**src/rtl/imem_responder_pkg.sv**
```systemverilog
// imem_responder_pkg: shared state encoding and constants for the instruction-memory responder
package imem_responder_pkg;
  typedef enum logic [1:0] {
    IDLE = 2'd0,
    WAIT = 2'd1,
    RESP = 2'd2
  } state_e;
  localparam logic [31:0] NOP = 32'h0000_0013;
endpackage

```
**src/rtl/imem_responder_if.sv**
```systemverilog
// imem_responder_if: fetch request/response handshake between fetch stage and responder
interface imem_responder_if #(
  parameter int ADDR_W = 64,
  parameter int DATA_W = 32
);
  logic              req_valid;
  logic              req_ready;
  logic [ADDR_W-1:0] req_addr;
  logic              rsp_valid;
  logic              rsp_ready;
  logic [DATA_W-1:0] rsp_inst;
  logic              rsp_err;
  modport master (
    output req_valid, req_addr, rsp_ready,
    input  req_ready, rsp_valid, rsp_inst, rsp_err
  );
  modport slave (
    input  req_valid, req_addr, rsp_ready,
    output req_ready, rsp_valid, rsp_inst, rsp_err
  );
endinterface

```
**src/rtl/imem_word_array.sv**
```systemverilog
// imem_word_array: DEPTH x DATA_W store, one synchronous write port, one asynchronous read port
module imem_word_array #(
  parameter int DEPTH  = 64,
  parameter int DATA_W = 32,
  localparam int AW    = $clog2(DEPTH)
) (
  input  logic              clk,
  input  logic              we,
  input  logic [AW-1:0]     waddr,
  input  logic [DATA_W-1:0] wdata,
  input  logic [AW-1:0]     raddr,
  output logic [DATA_W-1:0] rdata
);
  logic [DATA_W-1:0] mem [DEPTH];
  always_ff @(posedge clk) begin
    if (we) mem[waddr] <= wdata;
  end
  assign rdata = mem[raddr];
endmodule

```
**src/rtl/imem_responder.sv**
```systemverilog
// imem_responder: single-outstanding fetch responder with fixed wait states and a program-load port
module imem_responder
  import imem_responder_pkg::*;
#(
  parameter int ADDR_W      = 64,
  parameter int DATA_W      = 32,
  parameter int DEPTH       = 64,
  parameter int WAIT_CYCLES = 2,
  localparam int AW         = $clog2(DEPTH)
) (
  input  logic              clk,
  input  logic              reset,
  imem_responder_if.slave   bus,
  input  logic              prog_we,
  input  logic [AW-1:0]     prog_addr,
  input  logic [DATA_W-1:0] prog_data,
  output logic [15:0]       served_cnt
);
  state_e            state_q, state_d;
  logic              rdy_en_q, rdy_en_d;
  logic [3:0]        cnt_q, cnt_d;
  logic [DATA_W-1:0] inst_q, inst_d, rd_data;
  logic              err_q, err_d;
  logic [15:0]       served_cnt_q, served_cnt_d;
  logic [ADDR_W-1:0] word_idx;
  logic              addr_err, accept, done;

  imem_word_array #(.DEPTH(DEPTH), .DATA_W(DATA_W)) u_mem (
    .clk   (clk),
    .we    (prog_we),
    .waddr (prog_addr),
    .wdata (prog_data),
    .raddr (word_idx[AW-1:0]),
    .rdata (rd_data)
  );

  assign word_idx       = bus.req_addr >> 2;
  assign addr_err       = |bus.req_addr[1:0] || word_idx >= ADDR_W'(DEPTH);
  assign accept         = bus.req_valid && bus.req_ready;
  assign done           = state_q == RESP && bus.rsp_ready;
  assign bus.req_ready  = state_q == IDLE && rdy_en_q;
  assign bus.rsp_valid  = state_q == RESP;
  assign bus.rsp_inst   = inst_q;
  assign bus.rsp_err    = err_q;
  assign served_cnt     = served_cnt_q;

  // Response word and error are frozen at accept so later program writes cannot disturb it.
  always_comb begin
    state_d      = state_q;
    cnt_d        = cnt_q;
    inst_d       = inst_q;
    err_d        = err_q;
    rdy_en_d     = 1'b1;
    served_cnt_d = served_cnt_q + 16'(done);
    if (accept) begin
      inst_d  = addr_err ? DATA_W'(NOP) : rd_data;
      err_d   = addr_err;
      cnt_d   = '0;
      state_d = WAIT_CYCLES == 0 ? RESP : WAIT;
    end
    if (state_q == WAIT) begin
      cnt_d   = cnt_q + 4'd1;
      state_d = cnt_q == 4'(WAIT_CYCLES - 1) ? RESP : WAIT;
    end
    if (done) state_d = IDLE;
  end

  always_ff @(posedge clk or negedge reset) begin
    if (!reset) begin
      state_q      <= IDLE;
      rdy_en_q     <= 1'b0;
      cnt_q        <= '0;
      inst_q       <= '0;
      err_q        <= 1'b0;
      served_cnt_q <= '0;
    end else begin
      state_q      <= state_d;
      rdy_en_q     <= rdy_en_d;
      cnt_q        <= cnt_d;
      inst_q       <= inst_d;
      err_q        <= err_d;
      served_cnt_q <= served_cnt_d;
    end
  end
endmodule

```
**src/flat_wrapper.sv**
```systemverilog
// flat-port wrapper written by rule: the top's interface ports become plain ports
module imem_responder_flat import imem_responder_pkg::*;
#(
  parameter int ADDR_W      = 64,
  parameter int DATA_W      = 32,
  parameter int DEPTH       = 64,
  parameter int WAIT_CYCLES = 2,
  localparam int AW         = $clog2(DEPTH)
)
  (clk, reset, prog_we, prog_addr, prog_data, served_cnt, bus_req_valid, bus_req_addr, bus_rsp_ready, bus_req_ready, bus_rsp_valid, bus_rsp_inst, bus_rsp_err);
  imem_responder_if #(.ADDR_W(ADDR_W), .DATA_W(DATA_W)) bus_i ();
  input  logic clk;
  input  logic reset;
  input  logic prog_we;
  input  logic [AW-1:0] prog_addr;
  input  logic [DATA_W-1:0] prog_data;
  output logic [15:0] served_cnt;
  input wire logic [$bits(bus_i.req_valid)-1:0] bus_req_valid;
  input wire logic [$bits(bus_i.req_addr)-1:0] bus_req_addr;
  input wire logic [$bits(bus_i.rsp_ready)-1:0] bus_rsp_ready;
  output wire logic [$bits(bus_i.req_ready)-1:0] bus_req_ready;
  output wire logic [$bits(bus_i.rsp_valid)-1:0] bus_rsp_valid;
  output wire logic [$bits(bus_i.rsp_inst)-1:0] bus_rsp_inst;
  output wire logic [$bits(bus_i.rsp_err)-1:0] bus_rsp_err;
  assign bus_i.req_valid = bus_req_valid;
  assign bus_i.req_addr = bus_req_addr;
  assign bus_i.rsp_ready = bus_rsp_ready;
  assign bus_req_ready = bus_i.req_ready;
  assign bus_rsp_valid = bus_i.rsp_valid;
  assign bus_rsp_inst = bus_i.rsp_inst;
  assign bus_rsp_err = bus_i.rsp_err;
  imem_responder #(.ADDR_W(ADDR_W), .DATA_W(DATA_W), .DEPTH(DEPTH), .WAIT_CYCLES(WAIT_CYCLES)) u_core (.clk(clk), .reset(reset), .bus(bus_i), .prog_we(prog_we), .prog_addr(prog_addr), .prog_data(prog_data), .served_cnt(served_cnt));
endmodule
```
**config.mk**
```make
export PLATFORM = sky130hd
export DESIGN_NAME = imem_responder_flat
export DESIGN_NICKNAME = d
export VERILOG_FILES = /design/src/rtl/imem_responder_pkg.sv /design/src/rtl/imem_responder_if.sv /design/src/rtl/imem_word_array.sv /design/src/rtl/imem_responder.sv /design/src/flat_wrapper.sv
export SDC_FILE = /design/constraint.sdc
export NUM_CORES = 2
export LEC_CHECK = 0
export CORE_ASPECT_RATIO = 1.2
export CORE_MARGIN = 2
export CORE_UTILIZATION = 48
export CTS_BUF_LIST = sky130_fd_sc_hd__clkbuf_4
export CTS_CLUSTER_SIZE = 40
export DETAILED_ROUTE_END_ITERATION = 8
export GPL_TIMING_DRIVEN = 0
export PLACE_DENSITY = 0.63
export SYNTH_ARGS = -nofsm -noshare
export SYNTH_HDL_FRONTEND = slang
export SYNTH_HIERARCHICAL = 1
export SYNTH_SLANG_ARGS = --single-unit
export TNS_END_PERCENT = 5
```
**constraint.sdc**
```tcl
create_clock -name clk -period 3.8 [get_ports clk]
set_clock_uncertainty 0.05 [all_clocks]
set_input_delay 0.76 -clock clk [delete_from_list [all_inputs] [get_ports clk]]
set_output_delay 0.76 -clock clk [all_outputs]
set_load 0.01 [all_outputs]
```
# [After elaboration in Yosys (flattened, before gate mapping)]
# Memories as Yosys holds them, arrays and structs flattened.
# Cells that the tools add are included.
[totals] ramBits=2048 inputBits=107 wordCells=30 n_memories=1 output_inout_bits=51 register_bits=56
[mem_list] name="u_core.u_mem.mem" depth=64 word_bits=32 rd=1 rd_clocked_by_memory_dff=0 wr=1 line_no="imem_word_array.sv:14" text="logic [DATA_W-1:0] mem [DEPTH];"
[op_classes] n_lt_le_gt_ge=1 reduce_logical=8 muxes=9 eq_ne=3 add_sub_neg=2
[op_table] operator=">= comparator 62 x 7 -> 1 bit (second input constant)" n=1
[op_table] operator="2-to-1 mux 32 bit" n=1
[op_table] operator="adder 16 x 1 -> 16 bit" n=1
[op_table] operator="2-to-1 mux 2 bit" n=4
[op_table] operator="2-to-1 mux 4 bit" n=2
[op_table] operator="adder 4 x 1 -> 4 bit (second input constant)" n=1
[op_table] operator="== test 4 x 1 -> 1 bit (second input constant)" n=1
[op_table] operator="logical AND 1 bit" n=3
[op_table] operator="nonzero test 3 bit" n=1
[op_table] operator="== test 2 x 1 -> 1 bit (second input constant)" n=1
[op_table] operator="== test 2 bit (second input constant)" n=1
[op_table] operator="zero test 2 bit" n=1
[op_table] operator="2-to-1 mux 1 bit" n=2
[op_table] operator="nonzero test 2 bit" n=1
[op_table] operator="OR reduction 2 bit" n=1
[op_table] operator="logical OR 1 bit" n=1

# [Depth between registers and ports, before layout]
[depth] word_depth=6 ltp_mapped=12 depth_no_buf=8

# [Cells and area by module]
# The synthesis kept the hierarchy.
[by_module_without_submodules] mod="imem_word_array" cells_each=3292 n_inst=1 area_per_inst_um2=77874.7 seq_area_each_um2=61499.0
[by_module_without_submodules] mod="imem_responder" cells_each=188 n_inst=1 area_per_inst_um2=2304.7 seq_area_each_um2=1401.3

# [Least setup slack after synthesis]
# No wires, ideal clock.
[synth_timing] path_kind="in2reg" from="input prog_addr[3]" to="memory u_core.u_mem.mem[48][0] (enable)" path_buffers=1 setup_time_ns=0.461 stages=4 arrival_ns=3.459 t_required_ns=3.289 slack_ns=-0.170 path_cell_list="clkbuf_1 -> nor2b_1 -> nand4b_1 -> nor3_1"
[synth_lines] element="start, declared" line_no="flat_wrapper.sv:15" text="input logic [AW-1:0] prog_addr;"
[synth_lines] element="end, declared" line_no="imem_word_array.sv:14"
# Straight into the memory's write port.

# [Worst setup path after layout]
[layout_timing] from="input bus_req_addr[5]" to="register u_core.inst_q[22] (netlist: u_core/bus.rsp_inst[22])"
[layout_between] elab_cells_between_ends=4 classes_between="order compare (1); mux (1); reduce/logical (1); memory (1)"
[layout_lines] element="start, declared" line_no="flat_wrapper.sv:19" text="input wire logic [$bits(bus_i.req_addr)-1:0] bus_req_addr;"
[layout_lines] element="memory (64 x 32 bit)"
[layout_lines] element="via u_core.rd_data[22]" line_no="imem_responder.sv:22" text="logic [DATA_W-1:0] inst_q, inst_d, rd_data;"
[layout_lines] element="2-to-1 mux 32 bit" line_no="imem_responder.sv:56" text="inst_d = addr_err ? DATA_W'(NOP) : rd_data;"
[layout_lines] element="end signal, assigned" line_no="imem_responder.sv:80" text="inst_q <= inst_d;"
[layout_lines] element="end, declared" line_no="imem_responder.sv:22"
# The timed path passes the listed nets, and every way through them passes these cells.
# A chain may end at the register's enable or synchronous reset.

==> impl_metrics.yaml <==
timing:
  finalHoldViolCount: 0
  setup_ws_ns: -0.208
  drv_slew: 0
  max_clock_freq_mhz: 250
  setup_violations: 13
  maxSlewHeadroom_pct: 1.02
  final.min_clock_period_ns: 4.01
  setup_tns_ns: -1.34
  worstMarginPinSlew_ns: 1.48
  holdWs_ns: 0.154
  finalCritPeriodShare_pct: 105
  rsz0062_at_grt: "yes"
finish:
  areaGrowthSynthToFinish_pct: 16.9
  layoutNonFillerInstCount: 6831
  fillCellCount: 12500
  drive_above_1_share_pct: 34.9
  num-nets-final: 4424
pwr:
  vdd_drop_max_v: 0.000270
  power_uw: 47100
  comb_power_share_pct: 6.5
  p_switching_uw: 10900
  power.density_nw_per_um2: 502
  p_seq_share_pct: 54.6
  power.internal_uw: 36200
  clock_power_share_pct: 38.8
  swShare_pct: 23.1
  cellLeakagePower_uw: 0.0302
clocking:
  post_cts_buffers: 0
  clock-sinks: 2104
  cts_tree: "done"
  insertion_delay_ns: 1.41
  clkTransAtPathRegs_ns: 0.07
  cts_root_buffer: "clkbuf_4"
  numCtsBuffers: 536
  cts.path.max_buffers: 4
  ctsHtreeMaxLevel: 6
global_routing:
  antenna_found_initial: 17
  gr-total-overflow: 0
  grt_use_total_pct: 28.8
  grt_pass1_wl_mm: 332
  grt_max_degree: 60
  grt_pass1_vias: 43000
routing:
  wire_per_inst_um: 35.8
  drt_iter0_markers: 6113
  top_layer: "met5"
  wl_met3_mm: 26.7
  wl_mm: 244
  firstDrtPassIters: 6
  drcViolationCount: 0
  viasPerCell: 6.33
  wirelength_met1_mm: 86.4
  wl_met2_mm: 120
  postRouteAntennaNets: 0
  num_vias: 43200
logic_synthesis:
  synth_cell_type_count: 47
  avgSynthCellArea_um2: 23.0
  synth_warnings: 6
  ys_ff_latch: 2104
  syn-cell-area_um2: 80200
  synth.net_count: 3591
  yosysSeqAreaShare_pct: 78.4
  ys_async_sr_fraction_pct: 2.66
  synthFlopType: "edfxtp_1"
  synth_edf_count: 2048
  syn_inst: 3480
floorplan:
  fp.dieH_um: 452
  die_x_um: 377
  ios: 158
  die_area_um2: 170000
  fp.coreArea_um2: 166000
  fp-row-count: 164
  start_util_pct: 48.2
setup_path:
  max_stage_delay_ns: 1.09
  cp_slowest_cell: "clkbuf_1"
  crit_top_cell: "buf_2"
  end_kind: "flip-flop"
  worstPathCellList: "clkdlybuf4s50_1 > buf_2 > buf_2 > clkbuf_1 > mux4_2 > o22ai_1 > nor2_1 > a22o_1"
  worst-r2r-setup-slack_ns: 0.85
  crit_required_ns: 4.98
  crit_type: "primary input to flip-flop"
  arrival_ns: 5.19
  cp-start-kind: "primary input"
  path_max_fanout: 10
placed_design:
  dp_hpwl_mm: 161
  dpl.cell_count: 5897
  port_buffers: 149
  place_congestion: 0.956
run_status:
  violations: "negative setup slack"
  outcome: "finished with violations"
job:
  cap_viol_max_count: 0
min_path:
  hold_class: "primary input to flip-flop"
## registers in the layout, indices dropped and copies added, names as in the netlist
| name | flops |
|---|---|
| u_core/bus.rsp_err | 1 |
| u_core/bus.rsp_inst | 32 |
| u_core/cnt_q | 4 |
| u_core/rdy_en_q | 1 |
| u_core/served_cnt | 16 |
| u_core/state_q | 2 |
| u_core/u_mem/mem | 2048 |
## final cells by class
cell class | instances | area, um2 | share of cell area (%)
inverter | 5 | 18.8 | 0.0200
sequential | 2104 | 62900 | 67.1
clock inverter | 139 | 752 | 0.802
clock buffer | 741 | 5560 | 5.93
tap | 2158 | 2700 | 2.88
buffer | 187 | 935 | 0.997
antenna | 18 | 45.0 | 0.0480
multi-input combinational | 1183 | 16800 | 17.9
timing repair buffer | 296 | 4040 | 4.31
## power by group through the flow
stage | logic [uW] | clock network [uW] | registers (uW)
6_report | 3070 | 18300 | 25700
5_1_grt | 3150 | 19800 | 25700
4_1_cts | 3040 | 18700 | 25700
3_5_place_dp | 3000 | 0 | 26200
3_3_place_gp | 2840 | 0 | 26300
2_1_floorplan | 1370 | 0 | 26200
## critical path, delay by kind of cell
family	cells	cell delay, ns
muxes	1	0.44
buffers and inverters	4	2.67
and+or+nand+nor	1	0.32
AOI/OAI and AO/OA	2	0.96
## through the flow
stage / cell area (um2) / setup slack (ns) / utilization (%)
after floorplan: 80200 / -0.163 / -
after global placement: 84400 / -3.93 / 50.8
after detailed placement: 87000 / -1.60 / 52.4
after CTS: 93700 / 0.132 / 56.4
after global routing: 93700 / 0.0482 / 56.4
final: 93800 / -0.208 / 56.4
## worst paths after layout
path / from / to / cells after the start
setup / recovery: bus_req_addr[5] / u_core/bus.rsp_inst[22] / 8
min in group asynchronous: reset / u_core/bus.rsp_inst[19] / 4
max in group asynchronous: reset / u_core/served_cnt[12] / 4
setup reg to reg: u_core/u_mem/mem[18][18] / u_core/bus.rsp_inst[18] / 5
hold reg to reg: u_core/served_cnt[15] / u_core/served_cnt[15] / 1
hold / removal: prog_addr[2] / u_core/u_mem/mem[49][28] / 2
## layout by cell type, fill, tap and decap left out, drive strengths merged, types with 4 or more instances in the layout
cell	netlist	layout
ha	4	4
nor2	150	150
buf	111	254
nor4	15	15
dfrtp	56	56
nor3	9	9
mux4	544	544
xor2	8	8
a311oi	8	8
edfxtp	2048	2048
and3	6	6
a22oi	12	12
o221ai	27	27
clkbuf	77	817
nor2b	17	17
o22ai	84	84
diode	0	18
o32ai	4	4
xnor2	7	7
dlygate4sd3	0	36
a41o	4	4
clkinv	0	116
nand2b	9	9
nand3	12	12
bufinv	0	8
inv	5	18
nand2	36	36
nand4	9	9
clkdlybuf4s50	0	116
or3b	5	5
a21oi	67	67
a22o	29	29
nand3b	5	5
mux2i	94	94
## kinds of logic after synthesis
| family | after synthesis | share of synthesized area, % |
|---|---|---|
| fa+ha+maj | 4 | 0.0624 |
| compound gates | 239 | 2.01 |
| buf+inv | 193 | 1.18 |
| mux | 638 | 16.5 |
| other cells | 1 | 0.00468 |
| simple gates | 286 | 1.68 |
| flops | 2104 | 78.4 |
| xor+xnor | 15 | 0.164 |
## layer usage
metal | GRT usage [%] | vias to the layer above
met2 | 46.5 | 3003
met4 | 13.5 | 10
met1 | 36.9 | 22800
met3 | 7.31 | 494
met5 | 0 | -
li1 | - | 16900
## Yosys cell counts (2+ instances only)
| master | number | share of area [%] |
|---|---|---|
| ha_1 | 4 | 0.062 |
| a311oi_1 | 8 | 0.087 |
| nor2b_1 | 17 | 0.13 |
| o32ai_1 | 4 | 0.044 |
| buf_2 | 57 | 0.36 |
| a21oi_1 | 67 | 0.42 |
| buf_4 | 25 | 0.23 |
| o221ai_1 | 27 | 0.29 |
| clkbuf_1 | 77 | 0.36 |
| and2_1 | 3 | 0.023 |
| a22oi_1 | 12 | 0.11 |
| o22ai_1 | 84 | 0.66 |
| nand3_1 | 12 | 0.075 |
| nor2_1 | 150 | 0.70 |
| nand2_1 | 36 | 0.17 |
| inv_1 | 5 | 0.023 |
| buf_1 | 21 | 0.098 |
| edfxtp_1 | 2048 | 77 |
| xor2_1 | 8 | 0.087 |
| or3b_2 | 3 | 0.033 |
| nand4_1 | 9 | 0.070 |
| buf_6 | 8 | 0.11 |
| a41o_1 | 4 | 0.050 |
| xnor2_1 | 7 | 0.076 |
| a22o_1 | 29 | 0.32 |
| nor3_1 | 9 | 0.056 |
| nand2b_1 | 9 | 0.070 |
| and3_1 | 6 | 0.047 |
| or3_1 | 3 | 0.023 |
| or3b_1 | 2 | 0.022 |
| nor4_1 | 14 | 0.11 |
| mux2i_1 | 94 | 1.2 |
| nand3b_1 | 5 | 0.047 |
| mux4_2 | 544 | 15 |
| dfrtp_1 | 56 | 1.7 |
| o21ai_0 | 2 | 0.012 |
## repair_timing
item	CTS	global route
gates cloned	0	0
endpoints found under the setup margin	2	3
hold buffers	37	0
gates resized for setup	0	2
hold endpoints to repair	1570	0
(Power assumes the default switching activity.)
